`src/rtl/cache_2way_ctrl.sv`:
```
// cache_2way_ctrl
//   Miss-handling controller for a 2-way set-associative cache array.
//   It accepts one CPU word load/store at a time and runs a compare lookup.
//   On a miss it inspects the victim, writes it back if dirty, refills the
//   block from memory, installs it, and then replays the original access.
//
// Ports
//   clk, rst            clock; synchronous active-low reset
//   cpu_*               CPU request (req/we/addr/byte_w_en/wdata) and
//                       response (rdata/ready)
//   c_*                 2-way array controls (out) and array status (in)
//   mem_*               block memory port: req/we/addr/wdata out,
//                       rdata/ready in
//   miss_cnt, wb_cnt    wrapping miss and write-back event counters
module cache_2way_ctrl #(
  parameter int OFFSET_WIDTH = 3,
  parameter int INDEX_WIDTH  = 6,
  parameter int TAG_WIDTH    = 30 - OFFSET_WIDTH - INDEX_WIDTH
) (
  input  logic                         clk,
  input  logic                         rst,
  input  logic                         cpu_req,
  input  logic                         cpu_we,
  input  logic [31:0]                  cpu_addr,
  input  logic [3:0]                   cpu_byte_w_en,
  input  logic [31:0]                  cpu_wdata,
  output logic [31:0]                  cpu_rdata,
  output logic                         cpu_ready,
  output logic                         c_enable,
  output logic                         c_cmp,
  output logic                         c_write,
  output logic                         c_valid_in,
  output logic [3:0]                   c_byte_w_en,
  output logic [TAG_WIDTH-1:0]         c_tag_in,
  output logic [INDEX_WIDTH-1:0]       c_index,
  output logic [OFFSET_WIDTH-1:0]      c_word_sel,
  output logic [31:0]                  c_data_in,
  output logic [32*(1<<OFFSET_WIDTH)-1:0] c_data_block_in,
  input  logic                         c_hit,
  input  logic                         c_dirty,
  input  logic                         c_valid_out,
  input  logic [TAG_WIDTH-1:0]         c_tag_out,
  input  logic [31:0]                  c_data_out,
  input  logic [32*(1<<OFFSET_WIDTH)-1:0] c_data_wb,
  output logic                         mem_req,
  output logic                         mem_we,
  output logic [31:0]                  mem_addr,
  output logic [32*(1<<OFFSET_WIDTH)-1:0] mem_wdata,
  input  logic [32*(1<<OFFSET_WIDTH)-1:0] mem_rdata,
  input  logic                         mem_ready,
  output logic [15:0]                  miss_cnt,
  output logic [15:0]                  wb_cnt
);

  localparam int BW  = 32 * (1 << OFFSET_WIDTH);
  localparam int LOW = OFFSET_WIDTH + 2;

  typedef enum logic [2:0] {
    S_IDLE, S_COMPARE, S_VICTIM, S_WRITEBACK, S_REFILL, S_INSTALL
  } state_t;

  state_t                    state;
  logic                      req_we;
  logic [TAG_WIDTH-1:0]      req_tag;
  logic [INDEX_WIDTH-1:0]    req_index;
  logic [OFFSET_WIDTH-1:0]   req_word;
  logic [3:0]                req_be;
  logic [31:0]               req_wdata;
  logic [TAG_WIDTH-1:0]      vic_tag;
  // One block buffer serves both directions: it holds the victim block from
  // VICTIM through WRITEBACK, then is overwritten by the refill data in
  // REFILL for use in INSTALL. The two lifetimes never overlap.
  logic [BW-1:0]             blk;

  // Byte-offset bits of the CPU address carry no information for word access.
  logic                      addr_lsb_unused;
  assign addr_lsb_unused = ^cpu_addr[1:0];

  always_ff @(posedge clk) begin
    if (!rst) begin
      state     <= S_IDLE;
      req_we    <= 1'b0;
      req_tag   <= '0;
      req_index <= '0;
      req_word  <= '0;
      req_be    <= '0;
      req_wdata <= '0;
      vic_tag   <= '0;
      blk       <= '0;
      miss_cnt  <= '0;
      wb_cnt    <= '0;
    end else begin
      case (state)
        S_IDLE: begin
          if (cpu_req) begin
            req_we    <= cpu_we;
            req_tag   <= cpu_addr[31 -: TAG_WIDTH];
            req_index <= cpu_addr[LOW +: INDEX_WIDTH];
            req_word  <= cpu_addr[2 +: OFFSET_WIDTH];
            req_be    <= cpu_byte_w_en;
            req_wdata <= cpu_wdata;
            state     <= S_COMPARE;
          end
        end
        S_COMPARE: begin
          if (c_hit) begin
            state <= S_IDLE;
          end else begin
            miss_cnt <= miss_cnt + 16'd1;
            state    <= S_VICTIM;
          end
        end
        S_VICTIM: begin
          vic_tag <= c_tag_out;
          blk     <= c_data_wb;
          if (c_valid_out && c_dirty) begin
            wb_cnt <= wb_cnt + 16'd1;
            state  <= S_WRITEBACK;
          end else begin
            state <= S_REFILL;
          end
        end
        S_WRITEBACK: begin
          if (mem_ready) state <= S_REFILL;
        end
        S_REFILL: begin
          if (mem_ready) begin
            blk   <= mem_rdata;
            state <= S_INSTALL;
          end
        end
        S_INSTALL: state <= S_COMPARE;
        default:   state <= S_IDLE;
      endcase
    end
  end

  always_comb begin
    cpu_rdata       = '0;
    cpu_ready       = 1'b0;
    c_enable        = 1'b0;
    c_cmp           = 1'b0;
    c_write         = 1'b0;
    c_valid_in      = 1'b0;
    c_byte_w_en     = '0;
    c_tag_in        = '0;
    c_index         = '0;
    c_word_sel      = '0;
    c_data_in       = '0;
    c_data_block_in = '0;
    mem_req         = 1'b0;
    mem_we          = 1'b0;
    mem_addr        = '0;
    mem_wdata       = '0;
    // The index stays on the array for the whole miss sequence so the way
    // picked as victim is the same way that gets installed.
    if (state != S_IDLE) begin
      c_tag_in   = req_tag;
      c_index    = req_index;
      c_word_sel = req_word;
    end
    case (state)
      S_COMPARE: begin
        c_enable    = 1'b1;
        c_cmp       = 1'b1;
        c_valid_in  = 1'b1;
        c_write     = req_we;
        c_byte_w_en = req_be;
        c_data_in   = req_wdata;
        cpu_ready   = c_hit;
        if (c_hit && !req_we) cpu_rdata = c_data_out;
      end
      S_VICTIM: begin
        c_enable = 1'b1;
      end
      S_WRITEBACK: begin
        mem_req   = 1'b1;
        mem_we    = 1'b1;
        mem_addr  = {vic_tag, req_index, {LOW{1'b0}}};
        mem_wdata = blk;
      end
      S_REFILL: begin
        mem_req  = 1'b1;
        mem_addr = {req_tag, req_index, {LOW{1'b0}}};
      end
      S_INSTALL: begin
        c_enable        = 1'b1;
        c_write         = 1'b1;
        c_valid_in      = 1'b1;
        c_data_block_in = blk;
      end
      default: ;
    endcase
  end

endmodule

```
`config.mk`:
```
export PLATFORM = sky130hd
export DESIGN_NAME = cache_2way_ctrl
export DESIGN_NICKNAME = d
export VERILOG_FILES = /design/src/rtl/cache_2way_ctrl.sv
export SDC_FILE = /design/constraint.sdc
export NUM_CORES = 1
export LEC_CHECK = 0
export BUFFER_PORTS_ARGS = -buffer_cell sky130_fd_sc_hd__buf_2
export CAP_MARGIN = 20
export CORE_AREA = 2 2 512 514
export CTS_CLUSTER_SIZE = 20
export DETAILED_ROUTE_END_ITERATION = 10
export DIE_AREA = 0 0 514 516
export GPL_ROUTABILITY_DRIVEN = 0
export GPL_TIMING_DRIVEN = 0
export PLACE_DENSITY_LB_ADDON = 0.1
export SYNTH_ARGS = -nofsm -noshare
export SYNTH_HDL_FRONTEND = slang
export SYNTH_SLANG_ARGS = --single-unit
export TNS_END_PERCENT = 10
```
`constraint.sdc`:
```
create_clock -name clk -period 5 [get_ports clk]
set_input_delay 1 -clock clk [delete_from_list [all_inputs] [get_ports clk]]
set_output_delay 1 -clock clk [all_outputs]
set_load 0.05 [all_outputs]
```
# After elaboration in Yosys (flattened, before gate mapping)
# Index checks and enable logic that the tools add are counted.
# Widths: inputs -> output; s select.
[word_totals] regBits=379 elab_cells=61
[classes] n_addsub=2 n_eq_ne=8 muxes=25 n_bitwise=1 n_reduce_logical=14
[op_table] op="$mux 256" count=3
[op_table] op="$pmux 256 s2" count=1
[op_table] op="$mux 32" count=3
[op_table] op="$pmux 32 s2" count=1
[op_table] op="$add 16x1->16 const B" count=2
[op_table] op="$mux 21" count=1
[op_table] op="$pmux 3 s6" count=1
[op_table] op="$mux 3" count=5
[op_table] op="$reduce_and 2->1" count=4
[op_table] op="$eq 3x2->1 const B" count=2
[op_table] op="$eq 3x3->1 const B" count=2
[op_table] op="$mux 1" count=6
[op_table] op="$mux 6" count=1
[op_table] op="$ne 2x2->1 const B" count=3
[op_table] op="$mux 4" count=1
[op_table] op="$reduce_or 2->1" count=2
[op_table] op="$eq 3x1->1 const B" count=1
[op_table] op="$logic_not 3->1" count=1
[op_table] op="$reduce_and 3->1" count=1
[op_table] op="$reduce_bool 3->1" count=1
[op_table] op="$reduce_or 3->1" count=1
[op_table] op="$logic_and 1x1->1" count=2
[op_table] op="$mux 2" count=1
[op_table] op="$pmux 1 s2" count=1
[op_table] op="other kinds (3)" count=3

# Logic depth before layout (Yosys ltp)
[depth] word_depth=4 ltp_mapped=8 mapped_depth_nobuf=5

# Worst setup path before layout
# No wires, ideal clock.
[synth_timing] path_kind="register -> output" from="reg state[2]" to="out cpu_rdata[10]" t_arrival_ps=2313 t_required_ps=4000 path_slack_ps=1687 stages_incl_launch_ff=9 n_path_buf=3 path_cell_list="dfxtp_1 > buf_6 > or3b_1 > buf_6 > inv_1 > and2_1 > and2b_1 > clkbuf_2 > and2_1"
[synth_via] elab_chain_cells=2
[synth_lines] element="from (decl)" line_no="62" source="state_t state;"
[synth_lines] element="from (signal assigned)" line_no="81" source="state <= S_IDLE;"
[synth_lines] element="from (signal assigned)" line_no="102" source="state <= S_COMPARE;"
[synth_lines] element="from (signal assigned)" line_no="107" source="state <= S_IDLE;"
[synth_lines] element="$eq 3x1->1" line_no="162" source="case (state)"
[synth_lines] element="$mux 32" line_no="162"
[synth_lines] element="to (decl)" line_no="27" source="output logic [31:0] cpu_rdata,"
# Every way passes these cells.

# Final worst setup path
[layout_timing] from="reg state[2]" to="out c_data_block_in[126]"
[layout_via] elab_chain_cells=2
[layout_lines] element="$eq 3x3->1" line_no="162"
[layout_lines] element="$mux 256" line_no="162"
[layout_lines] element="to (decl)" line_no="38" source="output logic [32*(1<<OFFSET_WIDTH)-1:0] c_data_block_in,"
# Every way passes these cells.

==> impl_metrics.tcl <==
set metrics [dict create \
    status "finished clean" \
    yosys_warnings 0 \
    synth-seq-cells 379 \
    initial_core_util_pct 7.80 \
    syn_avg_cell_area_um2 7.24 \
    antenna_left 0 \
    min_path_type "flop to flop" \
    p_switching_w 0.00569 \
    num_rows 187 \
    power.internal_w 0.00755 \
    postSynthCellCount 2795 \
    start_kind "flop" \
    nNetsFinal 4838 \
    path_class "flop to output port" \
    vias_per_cell 3.57 \
    fin_hold_ws_ps 449 \
    grt-ovfl-total 0 \
    die_area_um2 265000 \
    hold_end "req_wdata[6]" \
    cts_sinks 379 \
    required_ps 4000 \
    worst_slew_pin_slew_ps 1110 \
    seq_power_share_pct 31.8 \
    hold_path_depth 2 \
    cts_buffers 66 \
    final_cell_mix "buf_2, nand2_1, and3_1, dfxtp_1, nor2_1" \
    drt_iter0_markers 1529 \
    min_from "req_wdata[6]" \
    synth.yosys.seq_area_share_pct 37.5 \
    drc 0 \
    power_density_nw_per_um2 392 \
    num-fill-cells 30500 \
    slew_violations 0 \
    end_kind "output port" \
    multiInputGateArea_um2 11400 \
    crit_arrival_ps 3740 \
    crit_start "state[2]" \
    drive_above_1_share_pct 35.5 \
    grt_usage_pct 16.2 \
    die_w_um 514 \
    io_pins 1322 \
    clkPwrFrac_pct 38.1 \
    async_flop_share_pct 0 \
    critPathMaxFanout 10 \
    clk_latency_ps 680 \
    clock_skew_ps 26.7 \
    regToRegSetupSlack_ps 1750 \
    fmax_mhz 211 \
    min_period_ps 4740 \
    clock_path_buffers 3 \
    core_um2 259000 \
    tritoncts "built" \
    r2r-start "state[0]" \
    fp.dieH_um 516 \
    synth_edf_count 0 \
    grt_first_pass_wirelength_mm 285 \
    yosysUniqueCellTypes 46 \
    wirelength_mm 225 \
    setup_tns_ps 0 \
    finalHoldViolCount 0 \
    vias 27500 \
    mostFrequentLayoutCell "buf_2" \
    drtPass1Iterations 5 \
    final_util_pct 13.0 \
    grt_pass1_vias 28200 \
    regArea_um2 7590 \
    dp_hpwl_mm 193 \
    irDropWorstVdd_uv 219 \
    r2r_end "blk[36]" \
    syn2layout_area_growth_pct 66.9 \
    netlist_area_um2 20200 \
    final-setup-viol-count 0 \
    power.leakage_nw 16.8 \
    antenna_found_initial 168 \
    path_clk_slew_ps 60 \
    combinationalPowerShare_pct 30.1 \
    rsz0062_at_grt "no" \
    port_buffers 1314 \
    yosys_most_used_dff "dfxtp_1" \
    htree_levels 3 \
    clockRootBuffer "clkbuf_16" \
    cts_hold_buf 0 \
    slew_headroom_pct 25.9 \
    grt_max_degree 12 \
    switching_share_pct 43.0 \
    cap_violations 0 \
    wire_per_inst_um 29.3 \
    finalCritPeriodShare_pct 94.9 \
    reg2reg_depth 7 \
]
[routing by layer]
layer / wire length [um] / up-vias / global-route usage, %
met1: 87000 / 13200 / 18.3
met5: 492 / - / 0
met4: 5170 / 78 / 3.84
met3: 22000 / 310 / 6.20
li1: - / 12600 / -
met2: 110000 / 1263 / 28.5
[cell type report]
class,count,area share [%]
clock buffers,99,5.82
repair buffers,1328,20.2
diodes,51,0.378
multi-input cells,2098,33.7
flip-flops and latches,379,22.5
plain buffers,312,3.79
clock inverters,18,0.949
well taps,3402,12.6
inverters,10,0.122
[worst max-delay path: stages (launching register included)]
cell      delay [ps]
dfxtp_1          320
buf_6            130
clkbuf_1         440
buf_8            210
clkbuf_1         330
buf_8            220
clkbuf_1         600
and3_1           430
buf_2            330
[sequential cells by signal, summed over array words and instances, names as in the netlist, 3 cells and up]
name,count
blk,256
state,3
req_index,6
req_be,4
miss_cnt,16
vic_tag,21
wb_cnt,16
req_word,3
req_tag,21
req_wdata,32
[synthesized netlist by cell type (11+ instances only)]
cell type  instances  area share [%]
a21oi_1           98             2.4
a22o_1            21            0.91
a311oi_1         256              11
and2_1            80             2.5
and3_1           514              16
buf_1             15            0.28
buf_2             39            0.97
clkbuf_1         248             4.6
dfxtp_1          379              38
nand2_1          704              13
nand3_1           13            0.32
nor2_1           283             5.3
nor2b_1           31            0.96
xnor2_1           11            0.48
[repair_timing]
| action | CTS | global route |
|---|---|---|
| setup buffers | 2 | 0 |
| setup endpoints to repair | 242 | 0 |
| resized for setup | 11 | 0 |
[logic make-up (layout without fill, tap and decap cells)]
| group | count (synthesis) | in the layout | share of synthesized area [%] |
|---|---|---|---|
| DFF | 379 | 379 | 37.5 |
| buffers and inverters | 322 | 1767 | 6.40 |
| muxes | 6 | 6 | 0.303 |
| xor gates and xnor gates | 18 | 18 | 0.780 |
| adders and majority gates | 2 | 2 | 0.124 |
| other | 1 | 56 | 0.0185 |
| AOI/OAI and AO/OA | 389 | 389 | 14.9 |
| and+or+nand+nor | 1678 | 1678 | 40.0 |
[stage by stage]
stage / setup slack [ps] / cells / power [W] / cell area [um^2]
floorplan: 1690 / 2799 / 0.00597 / 20200
global placement: -779 / 7515 / 0.00834 / 31100
detailed placement: 6.77 / 7526 / 0.00838 / 31300
CTS: -28.7 / 7645 / 0.0136 / 33600
global route: 13.4 / 7657 / 0.0140 / 33600
finish: 257 / 7697 / 0.0132 / 33700
[power groups by stage]
| stage | clock, W | combinational, W | sequential [W] |
|---|---|---|---|
| 2_1_floorplan | 0 | 0.00216 | 0.00381 |
| 3_3_place_gp | 0 | 0.00405 | 0.00429 |
| 3_5_place_dp | 0 | 0.00409 | 0.00429 |
| 4_1_cts | 0.00528 | 0.00412 | 0.00422 |
| 5_1_grt | 0.00535 | 0.00437 | 0.00426 |
| 6_report | 0.00505 | 0.00399 | 0.00421 |
[worst max path at each step]
stage | endpoint | cells past startpoint | slack (ps)
3_3_place_gp | mem_addr[25] | 6 | -780
6_report | c_data_block_in[126] | 8 | 260
5_1_grt | c_data_block_in[126] | 8 | 10
3_5_place_dp | c_data_block_in[126] | 7 | 7
4_1_cts | mem_addr[25] | 7 | -30
2_1_floorplan | cpu_rdata[10] | 8 | 1690
Note: power is estimated with default switching activity, not from simulation.
